--- config.mk ---
export PLATFORM = sky130hd
export DESIGN_NAME = serial_shift_receiver
export DESIGN_NICKNAME = d
export VERILOG_FILES = /design/src/rtl/serial_shift_receiver_pkg.sv /design/src/rtl/serial_shift_receiver_sync_edge_detect.sv /design/src/rtl/serial_shift_receiver.sv
export SDC_FILE = /design/constraint.sdc
export NUM_CORES = 1
export LEC_CHECK = 0
export CAP_MARGIN = 5
export CORE_UTILIZATION = 60
export DETAILED_ROUTE_END_ITERATION = 8
export DONT_BUFFER_PORTS = 1
export PLACE_DENSITY = 0.76
export SLEW_MARGIN = 20
export SYNTH_ARGS = -nofsm -noshare
export SYNTH_HDL_FRONTEND = slang
export SYNTH_SLANG_ARGS = --single-unit
--- constraint.sdc ---
create_clock -name clk -period 1.9 [get_ports clk]
set_input_delay 0.285 -clock clk [delete_from_list [all_inputs] [get_ports clk]]
set_output_delay 0.285 -clock clk [all_outputs]
set_load 0.03 [all_outputs]
--- src/rtl/serial_shift_receiver_pkg.sv ---
// Shared state encoding, default parameters and counter width helper for
// the serial_shift_receiver deserializer.
package serial_shift_receiver_pkg;

  typedef enum logic [1:0] {
    ST_IDLE  = 2'd0,
    ST_SHIFT = 2'd1,
    ST_GAP   = 2'd2
  } rx_state_t;

  localparam int DEF_FRAME_BITS  = 64;
  localparam int DEF_IDLE_CYCLES = 64;
  localparam int DEF_SYNC_STAGES = 2;

  // Width needed to hold values 0..max_value inclusive.
  function automatic int cnt_width(input int max_value);
    return (max_value < 2) ? 1 : $clog2(max_value + 1);
  endfunction

endpackage

--- src/rtl/serial_shift_receiver_sync_edge_detect.sv ---
// Synchronizer chain for an asynchronous input plus a one-cycle pulse on
// the rising edge of the synchronized level.
module sync_edge_detect
  import serial_shift_receiver_pkg::*;
#(
  parameter int SYNC_STAGES = DEF_SYNC_STAGES
) (
  input  logic clk,
  input  logic rst,
  input  logic i_async,
  output logic o_sync,
  output logic o_rise
);

  logic [SYNC_STAGES-1:0] r_chain;
  logic                   r_prev;

  always_ff @(posedge clk) begin
    if (!rst) begin
      r_chain <= '0;
      r_prev  <= 1'b0;
    end else begin
      r_chain <= {r_chain[SYNC_STAGES-2:0], i_async};
      r_prev  <= r_chain[SYNC_STAGES-1];
    end
  end

  assign o_sync = r_chain[SYNC_STAGES-1];
  assign o_rise = r_chain[SYNC_STAGES-1] & ~r_prev;

endmodule

--- src/rtl/serial_shift_receiver.sv ---
// MSB-first two-wire shift stream receiver delimited by bit count and idle gap.
// Optional SERIAL_RX_ERRCNT_EN adds a saturating 8-bit err_count output.
//
// state    | meaning
// ---------+-------------------------------------------------------------
// ST_IDLE  | waiting for the first serial clock edge of a frame
// ST_SHIFT | collecting bits; gap expiry before a full frame is an error
// ST_GAP   | frame delivered; extra edges are overruns until the gap expires
module serial_shift_receiver
  import serial_shift_receiver_pkg::*;
#(
  parameter int FRAME_BITS  = DEF_FRAME_BITS,
  parameter int IDLE_CYCLES = DEF_IDLE_CYCLES,
  parameter int SYNC_STAGES = DEF_SYNC_STAGES
) (
  input  logic                                clk,
  input  logic                                rst,
  input  logic                                sclk_in,
  input  logic                                sdt_in,
  output logic [FRAME_BITS-1:0]               frame,
  output logic                                frame_valid,
  output logic                                frame_err,
  output logic                                busy,
  output logic [cnt_width(FRAME_BITS)-1:0]    bit_count
`ifdef SERIAL_RX_ERRCNT_EN
  ,
  output logic [7:0]                          err_count
`endif
);

  localparam int CW = cnt_width(FRAME_BITS);
  localparam int GW = cnt_width(IDLE_CYCLES);

  rx_state_t              r_state;
  rx_state_t              w_state_nxt;
  logic [FRAME_BITS-1:0]  r_shift;
  logic [FRAME_BITS-1:0]  r_frame;
  logic [FRAME_BITS-1:0]  w_shift_word;
  logic [CW-1:0]          r_bit_count;
  logic [CW-1:0]          w_bit_count_nxt;
  logic [GW-1:0]          r_gap;
  logic [SYNC_STAGES-1:0] r_dt_sync;
  logic                   r_frame_valid;
  logic                   r_frame_err;
  logic                   w_rise;
  logic                   w_sclk_sync;
  logic                   w_sdt;
  logic                   w_gap_done;
  logic                   w_shift_en;
  logic                   w_load;
  logic                   w_valid_nxt;
  logic                   w_err_nxt;

  sync_edge_detect #(
    .SYNC_STAGES(SYNC_STAGES)
  ) u_sclk_sync (
    .clk    (clk),
    .rst    (rst),
    .i_async(sclk_in),
    .o_sync (w_sclk_sync),
    .o_rise (w_rise)
  );

  // Data chain matches the clock chain depth so both arrive aligned.
  always_ff @(posedge clk) begin
    if (!rst) begin
      r_dt_sync <= '0;
    end else begin
      r_dt_sync <= {r_dt_sync[SYNC_STAGES-2:0], sdt_in};
    end
  end

  assign w_sdt        = r_dt_sync[SYNC_STAGES-1];
  assign w_shift_word = {r_shift[FRAME_BITS-2:0], w_sdt};
  assign w_gap_done   = (r_gap == GW'(IDLE_CYCLES));

  always_ff @(posedge clk) begin
    if (!rst) begin
      r_gap <= '0;
    end else if (w_rise) begin
      r_gap <= '0;
    end else if (!w_gap_done) begin
      r_gap <= r_gap + GW'(1);
    end
  end

  always_ff @(posedge clk) begin
    if (!rst) begin
      r_state <= ST_IDLE;
    end else begin
      r_state <= w_state_nxt;
    end
  end

  // An edge always takes priority over gap expiry in the same cycle.
  always_comb begin
    w_state_nxt     = r_state;
    w_bit_count_nxt = r_bit_count;
    w_shift_en      = 1'b0;
    w_load          = 1'b0;
    w_valid_nxt     = 1'b0;
    w_err_nxt       = 1'b0;
    case (r_state)
      ST_IDLE: begin
        if (w_rise) begin
          w_shift_en      = 1'b1;
          w_bit_count_nxt = CW'(1);
          w_state_nxt     = ST_SHIFT;
        end
      end
      ST_SHIFT: begin
        if (w_rise) begin
          w_shift_en      = 1'b1;
          w_bit_count_nxt = r_bit_count + CW'(1);
          if (r_bit_count == CW'(FRAME_BITS - 1)) begin
            w_load      = 1'b1;
            w_valid_nxt = 1'b1;
            w_state_nxt = ST_GAP;
          end
        end else if (w_gap_done) begin
          w_err_nxt       = 1'b1;
          w_bit_count_nxt = '0;
          w_state_nxt     = ST_IDLE;
        end
      end
      ST_GAP: begin
        if (w_rise) begin
          w_err_nxt = 1'b1;
        end else if (w_gap_done) begin
          w_bit_count_nxt = '0;
          w_state_nxt     = ST_IDLE;
        end
      end
      default: begin
        w_bit_count_nxt = '0;
        w_state_nxt     = ST_IDLE;
      end
    endcase
  end

  always_ff @(posedge clk) begin
    if (!rst) begin
      r_shift       <= '0;
      r_frame       <= '0;
      r_bit_count   <= '0;
      r_frame_valid <= 1'b0;
      r_frame_err   <= 1'b0;
    end else begin
      if (w_shift_en) begin
        r_shift <= w_shift_word;
      end
      if (w_load) begin
        r_frame <= w_shift_word;
      end
      r_bit_count   <= w_bit_count_nxt;
      r_frame_valid <= w_valid_nxt;
      r_frame_err   <= w_err_nxt;
    end
  end

`ifdef SERIAL_RX_ERRCNT_EN
  logic [7:0] r_err_count;

  always_ff @(posedge clk) begin
    if (!rst) begin
      r_err_count <= '0;
    end else if (w_err_nxt && (r_err_count != 8'hFF)) begin
      r_err_count <= r_err_count + 8'd1;
    end
  end

  assign err_count = r_err_count;
`endif

  assign frame       = r_frame;
  assign frame_valid = r_frame_valid;
  assign frame_err   = r_frame_err;
  assign busy        = (r_state != ST_IDLE);
  assign bit_count   = r_bit_count;

endmodule

==> results of run 1 <==
[routing by layer]
layer / share of wire / vias to the layer above
met1: 0.44 / 2088
met5: 0 / -
li1: - / 2270
met3: 0.064 / 8
met4: 0.0078 / 0
met2: 0.49 / 141
[final timing paths]
kind | slack (ns) | cells after the start | start | to
hold reg to reg | 0.45 | 2 | r_dt_sync[1] | r_shift[0]
setup / recovery | 0.1 | 6 | r_gap[2] | bit_count[5]
setup reg to reg | 0.1 | 6 | r_gap[2] | bit_count[5]
hold / removal | 0.03 | 2 | rst | bit_count[0]
[sequential cells by signal, indices dropped and copies added, names as in the netlist]
signal,count
bit_count,7
r_dt_sync,2
r_shift,63
frame_valid,1
r_gap,7
frame,64
u_sclk_sync.r_chain,2
u_sclk_sync.r_prev,1
r_state,2
frame_err,1
[layout make-up]
class	instances	area [um2]	share of cell area
inverter	8	32.5	0.00505
timing repair buffer	33	373	0.0579
multi-input combinational	484	2290	0.356
tap	108	135	0.0210
clock inverter	12	145	0.0226
clock buffer	20	455	0.0708
sequential	150	3000	0.467
[timing repair]
item,in CTS,in global routing
hold endpoints to repair,10,4
endpoints found under the setup margin,0,26
gates resized for setup,0,8
hold buffers,6,1
buffers inserted,0,2
[cells in the mapped netlist, types with 5 or more instances]
cell      number  share of area
buf_2          7         0.0064
nand3_1        5         0.0046
nand2_1      263           0.18
inv_1          8         0.0055
nor2_1        14         0.0096
clkbuf_1      36          0.025
dfxtp_1      150           0.55
o21ai_0        6         0.0055
a21oi_1      138           0.13
ha_1           7          0.016
nor3_1         7         0.0064
and2_1         6         0.0069
[logic make-up (layout without fill, tap and decap cells)]
family	Yosys count	after routing
simple gates	308	308
fa+ha+maj	7	7
buf+inv	52	73
xor+xnor	6	6
mux	2	2
flops	150	150
compound gates	161	161
[power by group]
group	leakage [nW]	switching (W)	internal, W
logic	0.688	0.000299	0.000153
clock network	0.287	0.00132	0.00200
registers	1.21	0.0000194	0.00317
total	2.18	0.00164	0.00532
[metrics by stage]
| step | hold slack (ns) | setup slack (ns) |
|---|---|---|
| finish | 0.0324 | 0.0974 |
| global route | 0.0132 | 0.00812 |
| CTS | -0.0971 | 0.00138 |
| detailed placement | 0.411 | 0.0443 |
| global placement | 0.414 | 0.106 |
| floorplan | 0.412 | 0.0793 |
[critical path, stage by stage (launching register included)]
cell	delay, ns
dfxtp_1	0.32
or4b_4	0.54
nor3b_4	0.28
buf_6	0.17
a21oi_1	0.08
mux2i_1	0.18
o32ai_1	0.10
==> results.cfg, run 1 <==
[status]
status = finished, final reports clean

[sta]
min_period_ns = 1.80
relSlewSlack = 0.705
final.setup_skew_ns = 0.0110
worst-slew-pin-transition_ns = 0.439
rsz0062_at_grt = false
finalSetupViolations = 0
maxSlewViolCount = 0
fmax_ghz = 0.555
final.period_utilization = 0.949
tns_ns = 0
hold_viol = 0

[floorplan]
die-area_mm2 = 0.00949
die_h_um = 97.4
start_util = 0.623
die_w_um = 97.4
io_pins = 78
design.core.area_mm2 = 0.00876
std_cell_rows = 34

[clock_tree]
clk_path_buf_depth = 2
clockRootBuffer = clkbuf_8
clk_pin_slew_ns = 0.06
clkSinkCount = 150
htree_levels = 4
clock_latency_ns = 0.52
cts_buffers = 17
cts_tree = done

[finish]
utilization = 0.734
nNetsFinal = 705
final_common_cell = nand2_1
num-fill-cells = 655
final_area_mm2 = 0.00644
layout_common_cells = 263 x nand2_1, 149 x dfxtp_1, 138 x a21oi_1, 16 x clkbuf_16, 16 x buf_4
area_delta_synth_final_pct = 17.8
n_antenna_cell = 0
final_cells = 815
drive_gt1_frac = 0.0976

[global_route]
grt_pass1_wl_mm = 18.6
grt_max_degree = 64
grt_use_met1 = 0.293
grt_use_total = 0.241
antenna_found_initial = 0
overflow = 0
grt_util_met2 = 0.394
grt-busiest-layer = met2
gr-usage-met3 = 0.0950
grt_pass1_vias = 4094

[synthesis]
synth_ff_type = dfxtp_1
synth.distinct_cells = 38
synthMuxAreaShare = 0.00366
synth-compound-area-share = 0.156
synthSimpleGateAreaFrac = 0.227
ys_ff_latch = 150
synthesis.area_mm2 = 0.00546
synth_xor_area_frac = 0.00962
yosysWarnings = 0
synth-adder-area-share = 0.0160
synth_edf_count = 0
synth_nets = 697
avgSynthCellArea_um2 = 7.96
synth_cells = 686
synth_top_family_by_area = simple AND/OR/NAND/NOR gates
ys_async_sr_fraction = 0
ys_seq_area_frac = 0.550

[detailed_routing]
wire_per_inst_um = 13.7
antenna_left = 0
drc = 0
avgViaCountPerCell = 5.53
dr.pass1.iters = 4
num_vias = 4507
drt-initial-drc-count = 218
wl_mm = 11.2

[critical_path]
crit_fanout = 5
critPathCaptureType = flip-flop
cp.arrival_ns = 2.19
crit_type = flip-flop to flip-flop
critical_path_required_ns = 2.28
cp-start-kind = flip-flop

[pwr]
finalPower_w = 0.00696
p_per_area_mw_per_mm2 = 1080
irDropWorstVdd_mv = 0.707
leakage_nw = 2.18

[placed_design]
post-place-cells = 774
finalWeightedCongestion = 0.905
dpl.hpwl_mm = 6.84
placed_cell_area_mm2 = 0.00573
port_buffers = 0

[flow_run]
maxCapViolations = 0

[worst_hold_path]
hold_path.class = input pin to flip-flop
(Power assumes the default switching activity.)
==> run 2, diff against run 1 <==
--- a/config.mk
+++ b/config.mk
@@ -9,7 +9,7 @@
 export CORE_UTILIZATION = 60
 export DETAILED_ROUTE_END_ITERATION = 8
 export DONT_BUFFER_PORTS = 1
-export PLACE_DENSITY = 0.76
+export PLACE_DENSITY_LB_ADDON = 0.15
 export SLEW_MARGIN = 20
 export SYNTH_ARGS = -nofsm -noshare
 export SYNTH_HDL_FRONTEND = slang
==> results.cfg, run 2 (synthesis gave the netlist of run 1 again) <==
[status]
status = finished, final reports clean

[critical_path]
crit_slowest_cell = or4b_1
worstPathCellList = or4b_1, nor3b_4, buf_6, a21oi_1, mux2i_1, o32ai_1
cp.arrival_ns = 2.20
r2r_start = r_gap[3]
crit_type = flip-flop to flip-flop
ff2ff_setup_slack_ns = 0.08
cp-start-kind = flip-flop
critPathCaptureType = flip-flop
critical_path_required_ns = 2.28
crit_fanout = 11
reg2reg_depth = 6
worstReg2RegEnd = bit_count[5]
critPathCapture = bit_count[5]
startpoint = r_gap[3]
cp_slowest_stage_delay_ns = 0.56

[detailed_routing]
wl_mm = 11.2
drt-initial-drc-count = 192
avgViaCountPerCell = 5.50
antenna_left = 0
dr.pass1.iters = 5
wire_per_inst_um = 13.8
drc = 0
num_vias = 4456

[clock_tree]
clock_latency_ns = 0.52
cts_tree = done
htree_levels = 4
clkSinkCount = 150
cts_setup_buffers = 0
cts_buffers = 17
clk_path_buf_depth = 2
clk_pin_slew_ns = 0.07
clockRootBuffer = clkbuf_8

[pwr]
p_sw_w = 0.00168
seq_power_share = 0.468
p_int_w = 0.00512
comb_power_share = 0.067
irDropWorstVdd_mv = 0.654
clkPwrFrac = 0.465
swShare = 0.247
p_per_area_mw_per_mm2 = 1080
leakage_nw = 2.12

[worst_hold_path]
hold_path.class = input pin to flip-flop
min_path_cells = 2

[sta]
fin_hold_ws_ns = 0.0343
worst-slew-pin-transition_ns = 0.501
final.setup_skew_ns = 0.0109
final.period_utilization = 0.957
finalSetupViolations = 0
tns_ns = 0
fmax_ghz = 0.550
relSlewSlack = 0.664
rsz0062_at_grt = false
hold_viol = 0
min_period_ns = 1.82
finalWorstSetupSlack_ns = 0.0825
maxSlewViolCount = 0

[floorplan]
start_util = 0.623
die_w_um = 97.4
die_h_um = 97.4
design.core.area_mm2 = 0.00876
die-area_mm2 = 0.00949
io_pins = 78
std_cell_rows = 34

[placed_design]
dpl.hpwl_mm = 6.90
port_buffers = 0
dp_slack_ns = 0.0827
finalWeightedCongestion = 0.837
placed_cell_area_mm2 = 0.00570

[global_route]
antenna_found_initial = 0
overflow = 0
grt_pass1_wl_mm = 19.3
grt_use_total = 0.248
grt_pass1_vias = 4252
grt_max_degree = 65

[flow_run]
maxCapViolations = 0

[finish]
largest_reg_flops = 64
final_area_mm2 = 0.00631
nNetsFinal = 700
final_common_cell = nand2_1
n_antenna_cell = 0
layout_common_cells = 263 x nand2_1, 150 x dfxtp_1, 138 x a21oi_1, 19 x buf_4, 16 x clkbuf_16
drive_gt1_frac = 0.0969
area_delta_synth_final_pct = 15.6
==> run 2: cell count changes in the layout (fill, tap and decap cells not counted), moves of 2 or more <==
cell	before	now
buf_12	8	5
buf_4	16	19
clkbuf_8	4	2
dlygate4sd3_1	7	3
inv_6	0	5
==> run 2: cell type report <==
type                       instances  area [um2]
multi-input combinational        484        2290
sequential                       150        3000
inverter                           8        32.5
clock inverter                    14         140
fill                             697        2450
clock buffer                      18         428
tap                              108         135
timing repair buffer              28         284
==> run 2: metrics by stage <==
stage,cells,utilization,power [W]
after floorplan,686,-,0.00354
after global placement,775,0.650,0.00367
after detailed placement,775,0.650,0.00369
after CTS,810,0.718,0.00684
after global routing,810,0.720,0.00703
final,810,0.720,0.00681
==> run 2: worst min path at each step <==
stage	slack [ns]	to	startpoint
detailed placement	0.41	u_sclk_sync.r_chain[1]	rst
global route	0.01	r_state[0]	rst
finish	0.03	r_state[0]	rst
CTS	0.02	r_state[0]	rst
global placement	0.41	r_dt_sync[0]	rst
floorplan	0.41	r_dt_sync[1]	r_dt_sync[0]
==> run 2: worst max-delay path, delay by kind of cell, from the launching register on <==
| kind | cells | cell delay, ns |
|---|---|---|
| simple gates | 2 | 0.83 |
| flops | 1 | 0.33 |
| buf+inv | 1 | 0.19 |
| compound gates | 2 | 0.18 |
| mux | 1 | 0.15 |
==> run 2: power by group through the flow <==
| stage | Sequential (W) | Clock [W] | Combinational (W) |
|---|---|---|---|
| floorplan | 0.00327 | 0 | 0.000273 |
| global placement | 0.00325 | 0 | 0.000422 |
| detailed placement | 0.00325 | 0 | 0.000431 |
| CTS | 0.00318 | 0.00322 | 0.000442 |
| global route | 0.00319 | 0.00335 | 0.000493 |
| finish | 0.00319 | 0.00317 | 0.000455 |
==> run 2: routing by layer <==
layer	vias to the layer above	part of all wire	track usage
met1	2065	0.43	0.300
met4	0	0.0091	0.0871
met5	-	0	0
li1	2255	-	-
met2	125	0.49	0.407
met3	11	0.069	0.0906
==> run 2: what timing repair did <==
item | CTS | global route
endpoints found under the hold margin | 9 | 0
setup endpoints to repair | 1 | 70
hold buffers | 3 | 0
resized for setup | 1 | 6
pin swaps | 0 | 1
==> run 3, diff against run 2 <==
--- a/config.mk
+++ b/config.mk
@@ -6,7 +6,7 @@
 export NUM_CORES = 1
 export LEC_CHECK = 0
 export CAP_MARGIN = 5
-export CORE_UTILIZATION = 60
+export CORE_UTILIZATION = 55
 export DETAILED_ROUTE_END_ITERATION = 8
 export DONT_BUFFER_PORTS = 1
 export PLACE_DENSITY_LB_ADDON = 0.15
==> constraint.sdc (replaced) <==
create_clock -name clk -period 2.3 [get_ports clk]
set_input_delay 0.345 -clock clk [delete_from_list [all_inputs] [get_ports clk]]
set_output_delay 0.345 -clock clk [all_outputs]
set_load 0.03 [all_outputs]
==> results.cfg, run 3 (synthesis gave the netlist of run 1 again) <==
[pwr]
seq_power_share = 0.456
comb_power_share = 0.059
p_per_area_mw_per_mm2 = 918
finalPower_w = 0.00577
irDropWorstVdd_mv = 0.544
swShare = 0.231
leakage_nw = 2.10
p_int_w = 0.00444
clkPwrFrac = 0.485
p_sw_w = 0.00133

[critical_path]
worstPathCellList = inv_1, ha_1, inv_1, o2111ai_1, a2111oi_0, a31oi_1, o22ai_1
cp_slowest_stage_delay_ns = 0.47
ff2ff_setup_slack_ns = 0.30
timing.critical_path.max_delay_family = compound AO/OA/AOI/OAI gates
crit_fanout = 5
worst-path-buf-inv = 2
cp.arrival_ns = 2.38
critical_path_required_ns = 2.68
critPathCaptureType = flip-flop
cp-start-kind = flip-flop
critPathMostFrequentCell = inv_1
crit_type = flip-flop to flip-flop
crit_slowest_cell = o2111ai_1

[sta]
relSlewSlack = 0.603
hold_viol = 0
fmax_ghz = 0.500
finalSetupViolations = 0
rsz0062_at_grt = false
min_period_ns = 2.00
tns_ns = 0
final.period_utilization = 0.869
final.setup_skew_ns = 0.0109
worst-slew-pin-transition_ns = 0.596
maxSlewViolCount = 0

[finish]
utilization = 0.650
num-fill-cells = 848
final_cells = 830
register_area_mm2 = 0.00300
layout_common_cells = 263 x nand2_1, 150 x dfxtp_1, 138 x a21oi_1, 18 x buf_4, 16 x clkbuf_16
n_antenna_cell = 0
drive_gt1_frac = 0.0846
final_common_cell = nand2_1
nNetsFinal = 695
largest_reg_flops = 64
area_delta_synth_final_pct = 15.2
multiInputGateArea_mm2 = 0.00227

[flow_run]
maxCapViolations = 0

[clock_tree]
cts_tree = done
clock_latency_ns = 0.52
clk_path_buf_depth = 2
clk_pin_slew_ns = 0.07
cts_resized = 0
clkSinkCount = 150
hold_buffers = 3
cts_setup_buffers = 0
htree_levels = 4
clockRootBuffer = clkbuf_8
cts_buffers = 17

[detailed_routing]
drt-initial-drc-count = 158
wl_mm = 11.2
num_vias = 4392
dr.pass1.iters = 5
wire_per_inst_um = 13.4
drc = 0
antenna_left = 0
avgViaCountPerCell = 5.29

[global_route]
grt_pass1_wl_mm = 17.9
grt_pass1_vias = 3870
grt_use_total = 0.222
grt_max_degree = 79
overflow = 0
antenna_found_initial = 0

[placed_design]
port_buffers = 0
finalWeightedCongestion = 0.849
post-place-cells = 795
dpl.hpwl_mm = 6.91

[floorplan]
io_pins = 78
std_cell_rows = 36
die-area_mm2 = 0.0103
die_w_um = 102
design.core.area_mm2 = 0.00968
die_h_um = 102
start_util = 0.564

[worst_hold_path]
hold_path.class = input pin to flip-flop

[status]
status = finished, final reports clean
## run 3: worst reg2reg max path, stage by stage, from the launching register on
cell and delay [ns]:
dfxtp_1 0.33, inv_1 0.10, ha_1 0.28, inv_1 0.14, o2111ai_1 0.47, a2111oi_0 0.12, a31oi_1 0.26, o22ai_1 0.15
## run 3: final timing paths
check                                       startpoint                      to  depth (start not counted)
worst max-delay path                        r_state[0]              r_state[1]                          7
worst min-delay path                               rst            bit_count[0]                          2
worst max register to register              r_state[0]              r_state[1]                          7
worst min register to register  u_sclk_sync.r_chain[0]  u_sclk_sync.r_chain[1]                          1
## run 3: stage by stage
step	hold slack, ns	setup slack (ns)	cell area [um2]
global placement	0.422	0.468	5650
detailed placement	0.420	0.332	5650
floorplan	0.412	0.479	5460
global route	0.100	0.105	6290
CTS	0.0737	0.316	6290
finish	0.0959	0.301	6290
## run 3: metal layers
layer  GRT usage  vias to the layer above  routed length [um]
li1            -                     2249                   -
met1       0.279                     2016                5070
met2       0.353                      116                5290
met3      0.0814                       11                 684
met4      0.0713                        0                 102
met5           0                        -                   0
## run 3: cell type report
type                       instances  share of cell area
timing repair buffer              23              0.0326
inverter                           8             0.00517
sequential                       150               0.477
clock inverter                    13              0.0268
tap                              133              0.0264
clock buffer                      19              0.0702
multi-input combinational        484               0.362
## run 3: power groups by stage
stage	Sequential (W)	Combinational, W	Clock (W)
2_1_floorplan	0.00270	0.000225	0
3_3_place_gp	0.00269	0.000322	0
3_5_place_dp	0.00269	0.000333	0
4_1_cts	0.00263	0.000341	0.00286
5_1_grt	0.00263	0.000379	0.00297
6_report	0.00263	0.000343	0.00280
